==> src/rtl/mem_bus_router.sv <==
// CPU memory port to BRAM / UART / LED slave router with registered responses.
// Optional BUS_TIMEOUT_EN: bounded slave wait with an error response.
module mem_bus_router #(
    parameter logic [31:0] BRAM_BYTES     = 32'd8192,
    parameter logic [31:0] UART_BASE      = 32'hF000_0000,
    parameter logic [31:0] LED_BASE       = 32'hF000_1000,
    parameter logic [31:0] ERR_RDATA      = 32'hDEAD_BEEF,
    parameter int unsigned TIMEOUT_CYCLES = 16
) (
    input  logic        clk,
    input  logic        reset,
    input  logic        mem_valid,
    output logic        mem_ready,
    input  logic [31:0] mem_addr,
    input  logic [31:0] mem_wdata,
    input  logic [3:0]  mem_wstrb,
    output logic [31:0] mem_rdata,
    output logic [31:0] s_addr,
    output logic [31:0] s_wdata,
    output logic [3:0]  s_wstrb,
    output logic        bram_valid,
    output logic        uart_valid,
    output logic        led_valid,
    input  logic        bram_ready,
    input  logic        uart_ready,
    input  logic        led_ready,
    input  logic [31:0] bram_rdata,
    input  logic [31:0] uart_rdata,
    input  logic [31:0] led_rdata,
    output logic        bus_error
);

    typedef enum logic [1:0] {IDLE, ISSUE, RESP} state_t;

    state_t      state;
    logic        hit_bram;
    logic        hit_uart;
    logic        hit_led;
    logic        sel_ready;
    logic [31:0] sel_rdata;

    if (TIMEOUT_CYCLES < 1 || TIMEOUT_CYCLES > 255) begin : g_bad_timeout
        $error("TIMEOUT_CYCLES must fit the 8-bit wait counter");
    end

`ifdef BUS_TIMEOUT_EN
    logic [7:0] wait_cnt;
`endif

    always_comb begin
        hit_bram = mem_addr < BRAM_BYTES;
        hit_uart = mem_addr[31:12] == UART_BASE[31:12];
        hit_led  = mem_addr[31:12] == LED_BASE[31:12];
    end

    // The live valid doubles as the slave select while in ISSUE.
    always_comb begin
        sel_ready = (bram_valid & bram_ready) |
                    (uart_valid & uart_ready) |
                    (led_valid & led_ready);
        sel_rdata = 32'h0;
        unique case (1'b1)
            bram_valid: sel_rdata = bram_rdata;
            uart_valid: sel_rdata = uart_rdata;
            led_valid:  sel_rdata = led_rdata;
            default:    sel_rdata = 32'h0;
        endcase
    end

    always_ff @(posedge clk) begin
        if (reset) begin
            state      <= IDLE;
            mem_ready  <= 1'b0;
            bus_error  <= 1'b0;
            mem_rdata  <= 32'h0;
            s_addr     <= 32'h0;
            s_wdata    <= 32'h0;
            s_wstrb    <= 4'h0;
            bram_valid <= 1'b0;
            uart_valid <= 1'b0;
            led_valid  <= 1'b0;
`ifdef BUS_TIMEOUT_EN
            wait_cnt   <= 8'h0;
`endif
        end else begin
            mem_ready <= 1'b0;
            bus_error <= 1'b0;
            unique case (state)
                IDLE: begin
                    if (mem_valid) begin
                        s_addr  <= mem_addr;
                        s_wdata <= mem_wdata;
                        s_wstrb <= mem_wstrb;
`ifdef BUS_TIMEOUT_EN
                        wait_cnt <= 8'h0;
`endif
                        if (hit_bram) begin
                            bram_valid <= 1'b1;
                            state      <= ISSUE;
                        end else if (hit_uart) begin
                            uart_valid <= 1'b1;
                            state      <= ISSUE;
                        end else if (hit_led) begin
                            led_valid <= 1'b1;
                            state     <= ISSUE;
                        end else begin
                            mem_rdata <= ERR_RDATA;
                            mem_ready <= 1'b1;
                            bus_error <= 1'b1;
                            state     <= RESP;
                        end
                    end
                end
                ISSUE: begin
                    if (sel_ready) begin
                        mem_rdata  <= (s_wstrb == 4'h0) ? sel_rdata : 32'h0;
                        mem_ready  <= 1'b1;
                        bram_valid <= 1'b0;
                        uart_valid <= 1'b0;
                        led_valid  <= 1'b0;
                        state      <= RESP;
                    end
`ifdef BUS_TIMEOUT_EN
                    else if (wait_cnt + 8'd1 == 8'(TIMEOUT_CYCLES)) begin
                        mem_rdata  <= ERR_RDATA;
                        mem_ready  <= 1'b1;
                        bus_error  <= 1'b1;
                        bram_valid <= 1'b0;
                        uart_valid <= 1'b0;
                        led_valid  <= 1'b0;
                        state      <= RESP;
                    end else begin
                        wait_cnt <= wait_cnt + 8'd1;
                    end
`endif
                end
                RESP: state <= IDLE;
                default: state <= IDLE;
            endcase
        end
    end

endmodule
==> config.mk <==
export PLATFORM = sky130hd
export DESIGN_NAME = mem_bus_router
export DESIGN_NICKNAME = d
export VERILOG_FILES = /design/src/rtl/mem_bus_router.sv
export SDC_FILE = /design/constraint.sdc
export NUM_CORES = 1
export LEC_CHECK = 0
export ABC_AREA = 1
export BUFFER_PORTS_ARGS = -buffer_cell sky130_fd_sc_hd__buf_2
export CAP_MARGIN = 10
export CORE_ASPECT_RATIO = 1.4
export CORE_MARGIN = 10
export CORE_UTILIZATION = 40
export CTS_CLUSTER_SIZE = 40
export DETAILED_ROUTE_END_ITERATION = 10
export GPL_TIMING_DRIVEN = 0
export PLACE_DENSITY_LB_ADDON = 0.1
export SYNTH_ARGS = -nofsm -noshare
export SYNTH_HDL_FRONTEND = slang
export SYNTH_SLANG_ARGS = --single-unit
==> constraint.sdc <==
create_clock -name clk -period 1.5 [get_ports clk]
set_clock_uncertainty 0.2 [all_clocks]
set_input_delay 0.3 -clock clk [delete_from_list [all_inputs] [get_ports clk]]
set_output_delay 0.3 -clock clk [all_outputs]
set_load 0.1 [all_outputs]
# Yosys cells after proc, flatten, opt, wreduce, memory -nomap -nowiden
# Index checks and enable logic that the tools add are counted.
[word_totals]
reg_bits = 107
inputBits = 170
out_inout_bits = 105
wordCells = 71
[op_classes]
n_lt_le_gt_ge = 1
eq_ne = 11
muxes = 33
bitwise = 6
n_reduce_logical = 10
[ops]
columns = ["cell", "count"]
rows = [
  ["two-way mux 32 bit", 6],
  ["case mux 32 bit (3 select lines)", 1],
  ["case mux 32 bit (2 select lines)", 1],
  ["equality test 20 bit, second input constant", 2],
  ["< comparator 32 x 14 -> 1 bit, second input constant", 1],
  ["!= test 2 bit, second input constant", 8],
  ["two-way mux 1 bit", 15],
  ["AND reduction 6 bit", 2],
  ["two-way mux 2 bit", 5],
  ["case mux 1 bit (2 select lines)", 4],
  ["AND reduction 5 bit", 1],
  ["logical NOT 4 bit", 1],
  ["case mux 2 bit (2 select lines)", 1],
  ["AND reduction 2 bit", 2],
  ["AND reduction 4 bit", 1],
  ["AND 1 bit", 3],
  ["equality test 2 x 1 -> 1 bit, second input constant", 1],
  ["logical NOT 2 bit", 1],
  ["OR 1 bit", 2],
  ["nonzero test 2 bit", 1],
  ["OR reduction 2 bit", 1],
  ["inverter 1 bit", 1],
]

# Logic depth before layout (Yosys ltp)
[depth]
depth_word = 6
depth_mapped = 12
ltp_nobuf = 10

# Worst setup path before layout
# No wires, ideal clock.
[synth_timing]
path_type = "reg-to-reg"
from = "register bram_valid"
to = "register mem_rdata[14]"
setup_ps = 116
arrival_time_ps = 1939
required_ps = 1184
setup_slack_ps = -755
path_stages_with_launch = 11
path_buffers = 3
cell_sequence = "dfxtp_1 buf_2 nand2_1 nand3_1 nand2_1 nand2_2 inv_2 buf_6 buf_8 nor2_1 nor2_1"
[synth_via]
elab_chain_len = 5
[synth_lines]
columns = ["element", "line_no", "rtl"]
rows = [
  ["from (decl)", "21", "output logic bram_valid,"],
  ["from (signal assigned)", "79", "bram_valid <= 1'b0;"],
  ["from (signal assigned)", "98", "bram_valid <= 1'b1;"],
  ["from (signal assigned)", "118", "bram_valid <= 1'b0;"],
  ["AND 1 bit", "58", "sel_ready = (bram_valid & bram_ready) |"],
  ["OR 1 bit", "58", ""],
  ["OR 1 bit", "59", "(uart_valid & uart_ready) |"],
  ["!= test 2 bit (no source line)", "-", ""],
  ["AND reduction 6 bit (no source line)", "-", ""],
  ["to (signal assigned)", "116", "mem_rdata <= (s_wstrb == 4'h0) ? sel_rdata : 32'h0;"],
  ["to (decl)", "17", "output logic [31:0] mem_rdata,"],
]
# Several ways; a longest one is shown, not always the timed one. The select of a mux whose other input is x is not followed.
# A chain may end at the register's enable or synchronous reset.

# Final worst setup path
[layout_timing]
from = "register led_valid"
to = "register mem_rdata[4]"
[layout_via]
elab_chain_len = 4
[layout_lines]
columns = ["element", "line_no", "rtl"]
rows = [
  ["from (decl)", "23", "output logic led_valid,"],
  ["from (signal assigned)", "81", "led_valid <= 1'b0;"],
  ["from (signal assigned)", "104", "led_valid <= 1'b1;"],
  ["from (signal assigned)", "120", "led_valid <= 1'b0;"],
  ["case mux 32 bit (3 select lines) / AND 1 bit (equally long branches)", "62, 60", ""],
  ["two-way mux 32 bit / OR 1 bit (equally long branches)", "116, 59", ""],
  ["two-way mux 32 bit / != test 2 bit (equally long branches)", "-", ""],
  ["case mux 32 bit (2 select lines) / AND reduction 6 bit (equally long branches)", "-", ""],
]
# Several ways; a longest one is shown, not always the timed one. The select of a mux whose other input is x is not followed.

==> results.json <==
{
  "drtIter0Drc": 201,
  "maxCapViolCount": 0,
  "setup_viol": 33,
  "ir_worst_vdd_v": 0.000522,
  "die_h_um": 148,
  "dr.pass1.iters": 4,
  "overflow": 0,
  "drive_above_1_share": 0.392,
  "numCtsBuffers": 9,
  "clock_latency_ns": 0.34,
  "hold_start": "mem_addr[3]",
  "ff2ff_setup_slack_ns": -0.12,
  "wl_per_cell_um": 15.9,
  "syn_nets": 877,
  "tightest_slew_ns": 0.568,
  "violations": "negative hold slack, negative setup slack",
  "hold_class": "input port to flip-flop",
  "clock-sinks": 107,
  "timing.final.ws_setup_ns": -0.120,
  "clockBufferDepth": 2,
  "worstSetupStartpointType": "flip-flop",
  "grt_pass1_vias": 5496,
  "vias": 5532,
  "routed_via_density": 4.73,
  "crit_type": "flip-flop to flip-flop",
  "pin_count": 275,
  "gr-max-usage-layer": "met2",
  "final_cell_mix": "nor2_1 (199), buf_2 (174), nand2_1 (159), dfxtp_1 (96), buf_6 (77)",
  "final_nets": 1190,
  "post_synth_num_cell_types": 21,
  "met2_usage": 0.374,
  "crit_fanout": 10,
  "critPathMaxStageDelay_ns": 0.35,
  "place_hpwl_mm": 14.2,
  "final_common_cell": "nor2_1",
  "fmax_mhz": 617,
  "numPortBuffers": 274,
  "ys.warnings.count": 0,
  "design.die.area_um2": 16600,
  "gr-usage-met1": 0.220,
  "required_ns": 1.54,
  "finalWeightedCongestion": 0.836,
  "slew_violations": 0,
  "netlist_instances": 707,
  "met3_usage": 0.0745,
  "period_share": 1.08,
  "whs_path_depth": 3,
  "rsz0062_at_grt": "yes",
  "postLayoutCoreUtil": 0.678,
  "min_period_ns": 1.62,
  "drc": 0,
  "totalWireLength_mm": 18.6,
  "syn_to_final_growth_pct": 64.3,
  "critPathBufInv": 3,
  "setup_tns_ns": -2.33,
  "drtAntennaViolNets": 0,
  "r2r-start": "led_valid",
  "die_w_um": 112,
  "ys_ff_latch": 107,
  "gr-usage-all-layers": 0.210,
  "critPathSlowestCell": "dfxtp_4",
  "ys_seq_area_frac": 0.455,
  "crit_arrival_ns": 1.66,
  "initial_core_util": 0.413,
  "cp_top_family": "buffers and inverters",
  "crit_chain": "clkbuf_8 -> nand2_2 -> nand3_4 -> nand2_2 -> nand2_4 -> buf_8 -> buf_8 -> o21ai_1 -> nor2_1",
  "relSlewSlack": 0.621,
  "reg2regPathDepth": 9,
  "hold_violations": 3,
  "leakage_nw": 3.65,
  "pwr_density_cell_nw_per_um2": 1120,
  "cts_tree": "built",
  "h-tree-depth": 3,
  "antenna_cells": 0,
  "status": "finished, violations left",
  "finalPower_w": 0.00869,
  "cts-root-buf": "clkbuf_16",
  "hold_ws_ns": -0.00500,
  "grt_pass1_wl_mm": 28.3,
  "reg2reg_to": "mem_rdata[4]",
  "syn_area_um2": 4700,
  "avgSynthCellArea_um2": 6.65,
  "hold_path_end": "s_addr[3]",
  "coreArea_um2": 11400,
  "grt_start_max_net_pins": 16,
  "rows": 46,
  "crit_path_end_kind": "flip-flop",
  "antenna_found_initial": 0,
  "clkTransAtPathRegs_ns": 0.07
}
cells in the mapped netlist:
| cell type | number | area share |
|---|---|---|
| nand3_1 | 37 | 0.039 |
| inv_1 | 11 | 0.0088 |
| clkbuf_1 | 30 | 0.024 |
| buf_8 | 1 | 0.0032 |
| buf_1 | 2 | 0.0016 |
| nor2_4 | 1 | 0.0024 |
| and2_1 | 1 | 0.0013 |
| a21oi_1 | 8 | 0.0085 |
| nand2_2 | 7 | 0.0093 |
| dfxtp_1 | 107 | 0.46 |
| buf_2 | 11 | 0.012 |
| a22o_1 | 1 | 0.0019 |
| inv_2 | 3 | 0.0024 |
| nor2_2 | 1 | 0.0013 |
| nor2_1 | 215 | 0.17 |
| o21ai_1 | 24 | 0.026 |
| o21ai_0 | 73 | 0.078 |
| buf_6 | 5 | 0.012 |
| nand2_1 | 163 | 0.13 |
| a311oi_1 | 3 | 0.0056 |
| nand3_2 | 3 | 0.0064 |
area by class of cell:
class                      count  area [um^2]
buffer                        46          345
clock buffer                  15          278
clock inverter                 1         30.0
fill                        1054         3670
inverter                      14         62.6
multi-input combinational    537         2430
sequential                   107         2170
tap                          144          180
timing repair buffer         305         2230
worst max-delay path by stage:
stage | start | end | slack, ns | cells after the start
2_1_floorplan | led_valid | mem_rdata[14] | -0.21 | 10
3_3_place_gp | reset | s_wdata[0] | -0.51 | 6
3_5_place_dp | reset | mem_rdata[21] | -0.46 | 6
4_1_cts | state[0] | mem_rdata[14] | -0.13 | 10
5_1_grt | state[1] | mem_rdata[5] | -0.18 | 9
6_report | led_valid | mem_rdata[4] | -0.12 | 9
what timing repair did:
action | 4_1_cts | 5_1_grt
endpoints found under the setup margin | 208 | 166
gates resized for setup | 151 | 170
hold buffers | 15 | 2
gates cloned | 0 | 2
pin swaps | 4 | 3
buffers inserted | 7 | 5
hold endpoints to repair | 19 | 2
worst min-delay path, stage by stage:
cell,delay (ns)
buf_2,0.09
o21ai_2,0.05
nor2_1,0.07
logic make-up after synthesis:
logic type | Yosys count | synth area share
simple gates | 428 | 0.362
compound gates | 109 | 0.119
buf+inv | 63 | 0.0636
flops | 107 | 0.455
metal layers:
layer  up-vias  share of wire
met1      2443           0.38
met2       205           0.52
met3        19          0.081
met5         -              0
met4         0          0.018
li1       2865              -
report_power, final:
group / switching (W) / internal, W
registers: 0.000146 / 0.00306
clock network: 0.00102 / 0.00144
logic: 0.00220 / 0.000832
stage by stage:
stage | setup WS [ns] | instance area, um^2 | hold slack, ns | instances
after floorplan | -0.206 | 4770 | 0.159 | 707
after global placement | -0.508 | 6320 | 0.257 | 1125
after detailed placement | -0.463 | 6320 | 0.264 | 1125
after CTS | -0.126 | 7210 | 0.000338 | 1160
after global routing | -0.183 | 7730 | 0.00834 | 1169
final | -0.120 | 7730 | -0.00500 | 1169
state kept, by name, indices dropped and copies added, names as in the netlist, 2 cells and up:
name       cells
state          2
s_wstrb        4
mem_rdata     32
s_addr        32
s_wdata       32
Note: power is estimated with default switching activity, not from simulation.
